--- config.mk ---
export PLATFORM = sky130hd
export DESIGN_NAME = interfaz_pulsadores
export DESIGN_NICKNAME = d
export VERILOG_FILES = /design/src/rtl/interfaz_pulsadores_pkg.sv /design/src/rtl/interfaz_pulsadores_antirrebote.sv /design/src/rtl/interfaz_pulsadores.sv
export SDC_FILE = /design/constraint.sdc
export NUM_CORES = 1
export LEC_CHECK = 0
export BUFFER_PORTS_ARGS = -buffer_cell sky130_fd_sc_hd__buf_4
export CORE_UTILIZATION = 33
export CTS_CLUSTER_DIAMETER = 40
export DETAILED_ROUTE_END_ITERATION = 12
export PLACE_DENSITY = 0.6
export SLEW_MARGIN = 15
export SYNTH_ARGS = -nofsm -noshare
export SYNTH_HDL_FRONTEND = slang
export SYNTH_SLANG_ARGS = --single-unit
--- constraint.sdc ---
create_clock -name clk -period 1.07 [get_ports clk]
set_input_delay 0.1605 -clock clk [delete_from_list [all_inputs] [get_ports clk]]
set_output_delay 0.1605 -clock clk [all_outputs]
set_load 0.01 [all_outputs]
--- src/rtl/interfaz_pulsadores_pkg.sv ---
// Shared definitions for the push-button input peripheral.
// Contents: CPU bus width, interrupt id width, register offsets relative to
// the block base address and the decoded-register enumeration.
package interfaz_pulsadores_pkg;

  localparam int BUS_W = 16;
  localparam int ID_W  = 3;

  localparam logic [BUS_W-1:0] OFF_LEVEL = 16'd0;
  localparam logic [BUS_W-1:0] OFF_PEND  = 16'd1;
  localparam logic [BUS_W-1:0] OFF_MASK  = 16'd2;

  typedef enum logic [1:0] {
    REG_LEVEL = 2'd0,
    REG_PEND  = 2'd1,
    REG_MASK  = 2'd2,
    REG_NONE  = 2'd3
  } reg_sel_e;

endpackage

--- src/rtl/interfaz_pulsadores_antirrebote.sv ---
// One-bit input conditioner: 2-FF synchroniser followed by a debouncer.
// A new level is accepted only after DEB_CYCLES consecutive synchronised
// samples that differ from the current accepted level.
// Ports:
//   clk    in  1  system clock
//   reset  in  1  synchronous, active-low
//   btn    in  1  raw asynchronous button level
//   stable out 1  debounced level
module interfaz_pulsadores_antirrebote
  import interfaz_pulsadores_pkg::*;
#(
  parameter int DEB_CYCLES = 16
) (
  input  logic clk,
  input  logic reset,
  input  logic btn,
  output logic stable
);

  localparam int CNT_W = $clog2(DEB_CYCLES);
  localparam logic [CNT_W-1:0] CNT_LAST = CNT_W'(DEB_CYCLES - 1);

  logic             sync_p0;
  logic             sync_p1;
  logic [CNT_W-1:0] cnt;

  // Stage p0/p1: metastability synchroniser
  always_ff @(posedge clk) begin
    if (!reset) begin
      sync_p0 <= 1'b0;
      sync_p1 <= 1'b0;
    end else begin
      sync_p0 <= btn;
      sync_p1 <= sync_p0;
    end
  end

  // Stage debounce: any sample that agrees with the accepted level restarts
  // the count, so only an uninterrupted run of DEB_CYCLES disagreeing samples
  // moves the level. Reaching the last count always accepts, so no wrap.
  always_ff @(posedge clk) begin
    if (!reset) begin
      cnt    <= '0;
      stable <= 1'b0;
    end else if (sync_p1 == stable) begin
      cnt <= '0;
    end else if (cnt == CNT_LAST) begin
      stable <= sync_p1;
      cnt    <= '0;
    end else begin
      cnt <= cnt + 1'b1;
    end
  end

endmodule

--- src/rtl/interfaz_pulsadores.sv ---
// Memory-mapped push-button input peripheral.
// Debounces N_IN buttons, latches rising edges as sticky pending events,
// and raises a masked, prioritised interrupt request.
// Register map (offset from ADDR_BASE): +0 LEVEL (RO), +1 PEND (W1C), +2 MASK (RW).
// Ports:
//   clk       in   1      system clock
//   reset     in   1      synchronous, active-low
//   btn       in   N_IN   raw button levels, 1 = pressed
//   addr      in   16     CPU address
//   data      in   16     CPU write data
//   escritura in   1      CPU write strobe
//   rdata     out  16     combinational read data, 0 when not decoded
//   sel       out  1      combinational address-decode hit
//   irq       out  1      registered |(pend & mask)
//   irq_id    out  3      registered index of lowest pending unmasked bit
module interfaz_pulsadores
  import interfaz_pulsadores_pkg::*;
#(
  parameter int               N_IN       = 4,
  parameter int               DEB_CYCLES = 16,
  parameter logic [BUS_W-1:0] ADDR_BASE  = 16'h0040
) (
  input  logic             clk,
  input  logic             reset,
  input  logic [N_IN-1:0]  btn,
  input  logic [BUS_W-1:0] addr,
  input  logic [BUS_W-1:0] data,
  input  logic             escritura,
  output logic [BUS_W-1:0] rdata,
  output logic             sel,
  output logic             irq,
  output logic [ID_W-1:0]  irq_id
);

  logic [N_IN-1:0]  stable;
  logic [N_IN-1:0]  stable_p1;
  logic [N_IN-1:0]  rise;
  logic [N_IN-1:0]  pend;
  logic [N_IN-1:0]  mask;
  logic [N_IN-1:0]  pend_clr;
  logic [BUS_W-1:0] offset;
  reg_sel_e         reg_sel;
  logic             data_unused;

  // Bus bits above the button count carry no meaning for this block.
  assign data_unused = ^data[BUS_W-1:N_IN];

  function automatic logic [ID_W-1:0] lowest_set(input logic [N_IN-1:0] v);
    logic [ID_W-1:0] idx;
    idx = '0;
    // Scan from the top so the lowest set bit is the last one written.
    for (int i = N_IN - 1; i >= 0; i--) begin
      if (v[i]) idx = ID_W'(i);
    end
    return idx;
  endfunction

  for (genvar i = 0; i < N_IN; i++) begin : g_deb
    interfaz_pulsadores_antirrebote #(
      .DEB_CYCLES(DEB_CYCLES)
    ) u_deb (
      .clk   (clk),
      .reset (reset),
      .btn   (btn[i]),
      .stable(stable[i])
    );
  end

  // Address decode: subtracting the base lets one compare per register
  // cover the whole window without a separate range check.
  assign offset = addr - ADDR_BASE;

  always_comb begin
    reg_sel = REG_NONE;
    if (offset == OFF_LEVEL)     reg_sel = REG_LEVEL;
    else if (offset == OFF_PEND) reg_sel = REG_PEND;
    else if (offset == OFF_MASK) reg_sel = REG_MASK;
  end

  assign sel = (reg_sel != REG_NONE);

  always_comb begin
    rdata = '0;
    case (reg_sel)
      REG_LEVEL: rdata = BUS_W'(stable);
      REG_PEND:  rdata = BUS_W'(pend);
      REG_MASK:  rdata = BUS_W'(mask);
      default:   rdata = '0;
    endcase
  end

  // Only 0->1 transitions of the debounced level become events.
  assign rise     = stable & ~stable_p1;
  assign pend_clr = (escritura && reg_sel == REG_PEND) ? data[N_IN-1:0] : '0;

  // Stage p1: edge history, event/mask registers
  always_ff @(posedge clk) begin
    if (!reset) begin
      stable_p1 <= '0;
      pend      <= '0;
      mask      <= '0;
    end else begin
      stable_p1 <= stable;
      // OR-ing the new edge after the clear makes a same-cycle set win.
      pend      <= (pend & ~pend_clr) | rise;
      if (escritura && reg_sel == REG_MASK) mask <= data[N_IN-1:0];
    end
  end

  // Stage p2: registered interrupt request and id
  always_ff @(posedge clk) begin
    if (!reset) begin
      irq    <= 1'b0;
      irq_id <= '0;
    end else begin
      irq    <= |(pend & mask);
      irq_id <= lowest_set(pend & mask);
    end
  end

endmodule

==> metrics.md, run 1 <==
| Metric | Value |
|---|---|
| Outcome | complete, but fails checks |
| Failing checks | negative setup slack |
| HP Class | primary input to register |
| CTS tree | done |
| Arrival time worst endpoint | 1120 ps |
| Yosys warning count | 0 |
| Main synth FF type | dfxtp_1 |
| Root Buffer | clkbuf_8 |
| Critical path peak fanout | 2 |
| Core Area | 0.00520 mm2 |
| Critical-path cell list | mux2i_1 -> nor2_1 -> a21oi_1 -> nor2_1 -> buf_4 |
| Initial antenna violation count | 0 |
| Congestion Overflow GR | 0 |
| Count of clock tree sinks | 43 |
| First-pass GRT wire length | 6.08 mm |
| Final setup viols | 13 |
| Dpl ws | -235 ps |
| Initial drt markers | 53 |
| Tcrit/Tclk final | 120% |
| Crit. End Element | output pin |
| Via count | 1376 |
| Register area | 875 um2 |
| Most frequent cells after synthesis | dfxtp_1 (43), nor2_1 (25), nand2_1 (17), buf_4 (13), nand3_1 (13) |
| Multi-input combinational cell area | 957 um2 |
| Overall die width | 76.4 um |
| Final Wtd Congestion | 0.740 |
| # IOs | 60 |
| Worst setup margin | -215 ps |
| Setup TNS | -1840 ps |
| FFs w/ async S/R, synth | 0% |
| Post-Synthesis Cells | 193 |
| Fill count | 527 |
| Clock tree buffer depth | 2 |
| Row count | 26 |
| CP Launch Type | register |
| Yosys top cell by area | dfxtp_1 |
| Share of the synthesized area in the top cell type | 47.1% |
| CP most frequent cell | nor2_1 |
| Max Clk Rate | 0.778 GHz |
| FF+latch count, synth | 43 |
| Worst VDD drop | 0.000694 V |
| Cell Area, Synth | 0.00183 mm2 |
| P per Cell Area | 1280 mW/mm2 |
| Leakage power | 1.10 nW |
| Vias in the first global route | 1353 |
| CP max stage cell | dfxtp_4 |
| CP bufs+invs | 1 |
| Final Hold Violating Endpoints | 0 |
| Die area | 0.00584 mm2 |
| Clock buffer count from CTS | 5 |
| P&R area growth vs syn | 34.1% |
| Nets | 291 |
| Post-placement cell area | 0.00217 mm2 |
| Inserted Diodes | 0 |
| Die Ht | 76.4 um |
| CTS H-Tree Depth | 2 |
| Total track usage | 13.3% |
| Post-cts hold buffer count | 0 |
| Routed wire length | 3.48 mm |
| HPWL after DPL | 2.41 mm |
| Final Cell Area | 0.00245 mm2 |
| DR WL/cell | 10.9 um |
| Max-slew violations | 0 |
| DRC viols | 0 |
| Synth cell types | 28 |
| EDFF count, synth | 0 |
| Worst-skew pair later-pin latency | 300 ps |
| Top-count cell post-synth | dfxtp_1 |
| Mapped Avg Cell Area | 9.47 um2 |
| Initial Util | 35.1% |
| Via density | 4.31 |
| Fin crit period | 1290 ps |
| Share of layout cells above drive strength 1 | 36.1% |
| Worst path top cell family by delay | flip-flops |
| Worst Path Class, Setup | register to output pin |
| Critical Path RT | 910 ps |
| Worst clock skew | 7.23 ps |
| Crit-path max cell delay | 350 ps |
| Antenna-violating nets left | 0 |
| Register area share after synthesis | 47.1% |
| Synth area leaders | dfxtp_1 (47%), mux2i_1 (6.6%), xor2_1 (5.8%), buf_4 (5.3%), nor2_1 (5.1%) |
| PortBufs | 34 |
| Largest net degree at the start of global routing | 17 |
| RSZ-0062 raised after global routing | yes |
| Maxcap violations | 0 |
| DRT Pass-1 Iters | 4 |
| Clock slew at reported path FFs | 80 ps |
-- sequential cells by signal, summed over array words and instances, names as in the netlist --
name,count
mask,4
g_deb.u_deb.sync_p0,4
irq,1
pend,4
g_deb.u_deb.cnt,16
g_deb.u_deb.stable,4
irq_id,2
stable_p1,4
g_deb.u_deb.sync_p1,4
-- layer usage --
| metal | global-route usage (%) | wire length [um] | vias to the layer above |
|---|---|---|---|
| met2 | 20.3 | 1610 | 26 |
| met1 | 16.9 | 1660 | 621 |
| li1 | - | - | 724 |
| met3 | 4.79 | 157 | 5 |
| met5 | 0 | 0 | - |
| met4 | 5.19 | 55 | 0 |
-- through the flow --
stage	cells	utilization [%]	power, mW	hold slack, ps
finish	319	47.1	3.14	65.0
CTS	319	45.8	3.19	53.5
global placement	301	41.7	1.88	376
detailed placement	301	41.7	1.88	374
floorplan	205	-	1.79	288
global route	319	47.1	3.29	51.6
-- worst register-to-register path, delay by kind of cell, from the launching register on --
kind / cells / cell delay, ps
flops: 1 / 330
simple gates: 1 / 170
xor+xnor: 1 / 160
fa+ha+maj: 1 / 230
-- cells by family (layout without fill, tap and decap cells) --
kind of cell             count (synthesis)  in the layout  synth area share [%]
adder cells (fa/ha/maj)                  4              4                  2.74
AND/OR/NAND/NOR                         83             84                  25.7
flip-flops                              43             43                  47.1
multiplexers                            12             12                  6.58
AO/OA/AOI/OAI                           16             16                  4.59
XOR/XNOR                                12             12                  5.75
other                                    1             13                 0.205
buffers and inverters                   22             65                  7.33
-- final timing paths --
kind | from | endpoint | slack [ps] | cells after the start
setup / recovery | g_deb[2].u_deb.stable$_SDFFE_PN0P_ | rdata[2] | -220 | 5
hold / removal | btn[2] | g_deb[2].u_deb.sync_p0$_SDFF_PN0_ | 60 | 2
hold reg to reg | g_deb[2].u_deb.cnt[0]$_SDFF_PP0_ | g_deb[2].u_deb.cnt[0]$_SDFF_PP0_ | 420 | 1
setup reg to reg | g_deb[0].u_deb.cnt[0]$_SDFF_PP0_ | g_deb[0].u_deb.cnt[2]$_SDFF_PP0_ | 70 | 3
-- power breakdown --
part	switching [mW]	internal (mW)	total [mW]
Sequential	0.00979	1.61	1.62
Combinational	0.111	0.117	0.228
Clock	0.535	0.755	1.29
-- repair_timing --
item	in CTS	in global routing
gates cloned	1	0
setup endpoints to repair	5	27
pin swaps	6	3
setup buffers	9	0
endpoints found under the hold margin	0	0
resized for setup	12	16
-- cells in the final DEF (no fill, tap or decap), drive strengths merged, types with 4 or more instances in the layout --
cell type / netlist / routed
mux2i: 12 / 12
nand2b: 4 / 4
xor2: 12 / 12
ha: 4 / 4
nor2: 26 / 26
nand2: 17 / 17
o21ai: 4 / 4
and2: 12 / 12
inv: 4 / 4
dfxtp: 43 / 43
and3: 4 / 4
conb: 1 / 13
clkbuf: 2 / 6
a21oi: 10 / 10
buf: 15 / 52
nand3: 13 / 13
-- layout make-up --
type,instances,share of cell area [%]
clock buffers,6,3.37
flip-flops and latches,43,35.7
inverters,5,0.766
clock inverters,2,1.43
multi-input cells,141,39.1
well taps,70,3.58
repair buffers,52,16.1
Power figures use the tool's default switching activity.
==> run 2, diff against run 1 <==
PLACE_DENSITY = 0.58   (was 0.6)
clock period = 1.2 ns   (was 1.07 ns; I/O delays follow)
==> run 2 against run 1 <==
Effect of this change: worst hold slack gained 31 ps; utilization shrank 2.8 points; via count shrank 2.0%; critical path type unchanged; sequential cell count is the same; sequential power shrank 11%; non-clock buffer count shrank 5; largest power group unchanged; routed wire length shrank 8.4%; die area is the same; register-to-register slack gained 80 ps; clock skew grew 0.96 ps; the flow still finishes with violations (negative setup slack); global-route usage shrank 1.3 points.
==> metrics.md, run 2 (synthesis results as in run 1) <==
| Metric | Value |
|---|---|
| Internal | 1.98 mW |
| Critical-path cell list | mux2i_1 -> nor2_1 -> a21oi_1 -> nor2_1 -> buf_4 |
| Routed wire length | 3.19 mm |
| Root Buffer | clkbuf_8 |
| Congestion Overflow GR | 0 |
| Fin crit period | 1310 ps |
| Worst Hold End | g_deb[1].u_deb.sync_p0$_SDFF_PN0_ |
| Final Cell Area | 0.00230 mm2 |
| RR Endpoint | g_deb[1].u_deb.stable$_SDFFE_PN0P_ |
| CP Launch Type | register |
| Tcrit/Tclk final | 109% |
| Final setup viols | 5 |
| Worst hold stages | 2 |
| Failing checks | negative setup slack |
| Clock buffer count from CTS | 5 |
| Initial Util | 35.1% |
| Share of layout cells above drive strength 1 | 27.3% |
| DRT Pass-1 Iters | 4 |
| Dpl ws | -182 ps |
| Hold_sp | btn[1] |
| CP most frequent cell | nor2_1 |
| Max reg flops | 16 |
| First-pass GRT wire length | 5.49 mm |
| HPWL after DPL | 2.37 mm |
| RSZ-0062 raised after global routing | yes |
| Via density | 4.32 |
| # IOs | 60 |
| Clock slew at reported path FFs | 70 ps |
| Via count | 1348 |
| Worst-skew pair later-pin latency | 290 ps |
| CTS tree | done |
| FF-to-FF Start | g_deb[1].u_deb.cnt[0]$_SDFF_PP0_ |
| Row count | 26 |
| Final Wtd Congestion | 0.753 |
| Crit-path max cell delay | 350 ps |
| Commonest cells after routing, fill and taps aside | buf_4 (47), dfxtp_1 (36), nor2_1 (25) |
| Outcome | complete, but fails checks |
| Critical Path RT | 1020 ps |
| PortBufs | 34 |
| R2R Setup Slk | 150 ps |
| Nets | 285 |
| Overall die width | 76.4 um |
| Worst clock skew | 8.19 ps |
| Fill count | 538 |
| Multi-input combinational cell area | 877 um2 |
| P&R area growth vs syn | 26.1% |
| Worst-case reg-to-reg path depth | 4 |
| Antenna-violating nets left | 0 |
| Maxcap violations | 0 |
| Total track usage | 12.0% |
| Crit. End Element | output pin |
| Sw Ratio | 21.8% |
| DRC viols | 0 |
| Vias in the first global route | 1273 |
| Arrival time worst endpoint | 1130 ps |
| HP Class | primary input to register |
| Worst Path Class, Setup | register to output pin |
| Final Hold Violating Endpoints | 0 |
| Post-placement cell area | 0.00215 mm2 |
| Max Clk Rate | 0.763 GHz |
| Core Area | 0.00520 mm2 |
| Biggest register | g_deb.u_deb.cnt |
| P per Cell Area | 1100 mW/mm2 |
| Die Ht | 76.4 um |
| Register area | 880 um2 |
| Clock power share | 35.7% |
| Initial drt markers | 47 |
| Count of clock tree sinks | 43 |
| Sw Pwr | 0.552 mW |
| Clock tree buffer depth | 2 |
| CTS H-Tree Depth | 2 |
| Max-slew violations | 0 |
| Post-cts hold buffer count | 0 |
| CP max stage cell | dfxtp_4 |
| Worst VDD drop | 0.000842 V |
| Comb power frac | 7.3% |
| Die area | 0.00584 mm2 |
| Worst setup margin | -110 ps |
| Initial antenna violation count | 0 |
| Critical path peak fanout | 2 |
| Most common cell after layout, fill and taps aside | buf_4 |
| Inserted Diodes | 0 |
| DR WL/cell | 10.2 um |
| Sequential share of power | 56.9% |
| Leakage power | 1.05 nW |
| Largest net degree at the start of global routing | 19 |
==> run 2: per-stage QoR <==
stage                     hold slack (ps)  util, %  cells  total power [mW]  TNS (ps)
after global placement                390     41.3    299              1.67     -1480
after global routing                 77.9     44.3    312              2.65      -968
after detailed placement              391     41.3    299              1.67     -1660
after floorplan                       307        -    205              1.59         0
after CTS                            86.1     44.3    312              2.57      -557
final                                95.6     44.3    312              2.53      -492
==> run 2: worst max-delay path by stage <==
stage / cells after the start / endpoint / slack, ps / start
6_report: 5 / rdata[1] / -110 / g_deb[1].u_deb.stable$_SDFFE_PN0P_
5_1_grt: 5 / rdata[0] / -200 / pend[0]$_SDFF_PN0_
4_1_cts: 5 / rdata[1] / -130 / g_deb[1].u_deb.stable$_SDFFE_PN0P_
3_5_place_dp: 5 / mask[3]$_SDFFE_PN0P_ / -180 / addr[4]
3_3_place_gp: 5 / mask[3]$_SDFFE_PN0P_ / -150 / addr[4]
2_1_floorplan: 4 / mask[0]$_SDFFE_PN0P_ / 80 / addr[10]
==> run 2: metal layers <==
metal | routed length, um | share of wire (%) | GRT usage, % | vias up
met4 | 44 | 1.4 | 4.04 | 0
met5 | 0 | 0 | 0 | -
met3 | 158 | 5.0 | 4.43 | 7
met1 | 1480 | 46 | 14.0 | 608
met2 | 1510 | 47 | 20.0 | 28
li1 | - | - | - | 705
==> run 2: power by group through the flow <==
| stage | clock network (mW) | logic (mW) | registers (mW) |
|---|---|---|---|
| after floorplan | 0 | 0.110 | 1.48 |
| after global placement | 0 | 0.184 | 1.48 |
| after detailed placement | 0 | 0.186 | 1.48 |
| after CTS | 0.947 | 0.187 | 1.44 |
| after global routing | 1.01 | 0.205 | 1.44 |
| final | 0.904 | 0.186 | 1.44 |
==> run 2: critical path: cells and delay by family, from the launching register on <==
kind,cells,cell delay [ps]
AND/OR/NAND/NOR,2,120
AO/OA/AOI/OAI,1,120
buffers and inverters,1,140
multiplexers,1,120
flip-flops,1,350
==> run 2: repair_timing <==
| action | in CTS | in global routing |
|---|---|---|
| pin swaps | 4 | 4 |
| resized for setup | 11 | 0 |
| setup endpoints to repair | 5 | 9 |
| setup buffers | 6 | 0 |
==> run 2: cell type report <==
cell class	instances	share of cell area, %
clock buffer	6	3.59
clock inverter	1	0.217
inverter	5	0.815
multi-input combinational	140	38.1
sequential	43	38.2
tap	70	3.80
timing repair buffer	47	15.3
==> run 3, diff against run 2 <==
ABC_AREA = 1   (was default)
PLACE_DENSITY = 0.57   (was 0.58)
==> run 3 against run 2 <==
Effect of this change: the run still ends with negative setup slack left; critical path depth rose by 5; combinational power increased by 48%; global-route usage grew 2.0 points; sequential cell count unchanged; non-clock buffer count rose by 5; largest cell class is now multi-input combinational cells; critical path type is now primary input to output pin; synthesized cell count up 37%; worst hold slack lost 21 ps; sequential share of layout area shrank 6.6 points; die area up 8.5%; sequential power about the same; maximum frequency decreased by 4.1%.
==> metrics.md, run 3 <==
| Metric | Value |
|---|---|
| Outcome | complete, but fails checks |
| Failing checks | negative setup slack |
| Total Power | 2.70 mW |
| Stages on the worst setup path | 10 |
| Critical-path cell list | buf_6 -> nor2_4 -> nand2_2 -> inv_2 -> nand2_2 -> a21oi_4 -> nor2_1 -> nor2_1 -> nor2_2 -> buf_4 |
| Fill count | 585 |
| Inserted Diodes | 0 |
| Most frequent cells after synthesis | nand2_1 (45), nor2_1 (44), dfxtp_1 (43), inv_1 (34), nand3_1 (23) |
| Tcrit/Tclk final | 114% |
| Maxcap violations | 0 |
| Most common cell after layout, fill and taps aside | dfxtp_1 |
| Via count | 1708 |
| Die area | 0.00634 mm2 |
| Critical path peak fanout | 4 |
| Synth cell types | 29 |
| Largest net degree at the start of global routing | 23 |
| Nets | 362 |
| Row count | 27 |
| Antenna-violating nets left | 0 |
| HPWL after DPL | 2.81 mm |
| Fin crit period | 1370 ps |
| Die Ht | 79.6 um |
| Worst-skew pair later-pin latency | 290 ps |
| CTS tree | done |
| CP max stage cell | a21oi_4 |
| Clock buffer count from CTS | 5 |
| Max reg flops | 16 |
| Post-placement cell area | 0.00240 mm2 |
| Worst Path Class, Setup | primary input to output pin |
| Worst clock skew | 4.61 ps |
| Critical Path RT | 1020 ps |
| Initial Util | 35.2% |
| End-of-flow core utilization | 48.5% |
| CP bufs+invs | 3 |
| # placed instances | 382 |
| Via density | 4.36 |
| Initial antenna violation count | 0 |
| CP endpoint | rdata[2] |
| Clock tree buffer depth | 2 |
| Congestion Overflow GR | 0 |
| R2R Setup Slk | 200 ps |
| Routed wire length | 3.91 mm |
| Yosys warning count | 0 |
| Commonest cells after routing, fill and taps aside | dfxtp_1 (41), nand2_1 (38), buf_4 (36) |
| Post-Synthesis Cells | 265 |
| Worst setup margin | -167 ps |
| Cell Count, Final, Fillers Out | 392 |
| Initial drt markers | 41 |
| Yosys top cell by area | dfxtp_1 |
| HP Class | primary input to register |
| Cell Area, Synth | 0.00199 mm2 |
| Crit. End Element | output pin |
| CP startpoint | addr[2] |
| P per Cell Area | 986 mW/mm2 |
| PortBufs | 34 |
| Count of clock tree sinks | 43 |
| Final Cell Area | 0.00274 mm2 |
| Final Wtd Congestion | 0.760 |
| Worst VDD drop | 0.000724 V |
| Top-count cell post-synth | nand2_1 |
| Biggest register | g_deb.u_deb.cnt |
| FF-to-FF Start | g_deb[3].u_deb.cnt[0]$_SDFF_PP0_ |
| P&R area growth vs syn | 37.7% |
| Main synth FF type | dfxtp_1 |
| FFs w/ async S/R, synth | 0% |
| Dpl ws | -325 ps |
| Core Area | 0.00564 mm2 |
| Overall die width | 79.6 um |
| Min Hold Slack | 74.7 ps |
| Total track usage | 13.9% |
| Crit-path max cell delay | 160 ps |
| Root Buffer | clkbuf_8 |
| Share of the synthesized area in the top cell type | 43.3% |
| Setup TNS | -681 ps |
| Share of layout cells above drive strength 1 | 33.1% |
| Worst-case reg-to-reg path depth | 4 |
| First-pass GRT wire length | 6.82 mm |
| Clock slew at reported path FFs | 70 ps |
| Max-slew violations | 0 |
| CTS H-Tree Depth | 2 |
| Max Clk Rate | 0.732 GHz |
| Final Hold Violating Endpoints | 0 |
| # IOs | 60 |
| RSZ-0062 raised after global routing | yes |
| Vias in the first global route | 1589 |
| Synth area leaders | dfxtp_1 (43%), nand2_1 (8.5%), nor2_1 (8.3%), inv_1 (6.4%), nand3_1 (5.8%) |
| DR WL/cell | 9.98 um |
| Mapped Avg Cell Area | 7.50 um2 |
| Leakage power | 1.27 nW |
| Worst path top cell family by delay | simple AND/OR/NAND/NOR gates |
| DRC viols | 0 |
| FF+latch count, synth | 43 |
| Arrival time worst endpoint | 1190 ps |
| EDFF count, synth | 0 |
| CP Launch Type | primary input |
| Register area share after synthesis | 43.3% |
| DRT Pass-1 Iters | 4 |
| RR Endpoint | g_deb[3].u_deb.cnt[1]$_SDFF_PP0_ |
| Final setup viols | 5 |
## run 3: layer usage
| layer | global-route usage [%] | vias up | share of wire, % |
|---|---|---|---|
| li1 | - | 913 | - |
| met5 | 0 | - | 0 |
| met4 | 6.00 | 0 | 2.2 |
| met2 | 24.8 | 41 | 50 |
| met1 | 15.5 | 748 | 43 |
| met3 | 3.54 | 6 | 4.7 |
## run 3: timing repair
action | CTS | global route
hold buffers | 0 | 0
gates cloned | 0 | 0
pin swaps | 17 | 21
buffers inserted | 4 | 2
endpoints found under the setup margin | 5 | 9
gates resized for setup | 20 | 41
## run 3: cells by family (layout without fill, tap and decap cells)
| kind of cell | after synthesis | in the layout | share of synthesized area, % |
|---|---|---|---|
| simple gates | 136 | 136 | 31.9 |
| other cells | 1 | 13 | 0.189 |
| buf+inv | 52 | 95 | 12.4 |
| compound gates | 21 | 21 | 6.11 |
| fa+ha+maj | 4 | 4 | 2.52 |
| flops | 43 | 43 | 43.3 |
| xor+xnor | 8 | 8 | 3.53 |
## run 3: final cells by class
type	instances	area (um2)	area share (%)
well taps	72	90.1	3.29
multi-input cells	182	1080	39.4
flip-flops and latches	43	863	31.6
repair buffers	52	463	16.9
clock buffers	8	100	3.66
inverters	35	141	5.17
## run 3: power breakdown
part / switching [mW] / internal (mW) / leakage [nW]
Sequential: 0.00738 / 1.44 / 0.349
Clock: 0.447 / 0.525 / 0.0515
Combinational: 0.140 / 0.136 / 0.868
Total: 0.594 / 2.10 / 1.27
## run 3: worst min-delay path by stage
stage          startpoint                                end  slack [ps]  cells after the start
6_report           btn[1]  g_deb[1].u_deb.sync_p0$_SDFF_PN0_          70                      3
5_1_grt            btn[2]  g_deb[2].u_deb.sync_p0$_SDFF_PN0_          80                      3
4_1_cts            btn[0]  g_deb[0].u_deb.sync_p0$_SDFF_PN0_          60                      3
3_5_place_dp       btn[0]  g_deb[0].u_deb.sync_p0$_SDFF_PN0_         370                      3
3_3_place_gp       btn[1]  g_deb[1].u_deb.sync_p0$_SDFF_PN0_         360                      3
2_1_floorplan      btn[0]  g_deb[0].u_deb.sync_p0$_SDFF_PN0_         280                      2
## run 3: tightest hold or removal path, stage by stage
cell	delay [ps]
buf_4	70
nand2_1	40
inv_1	40
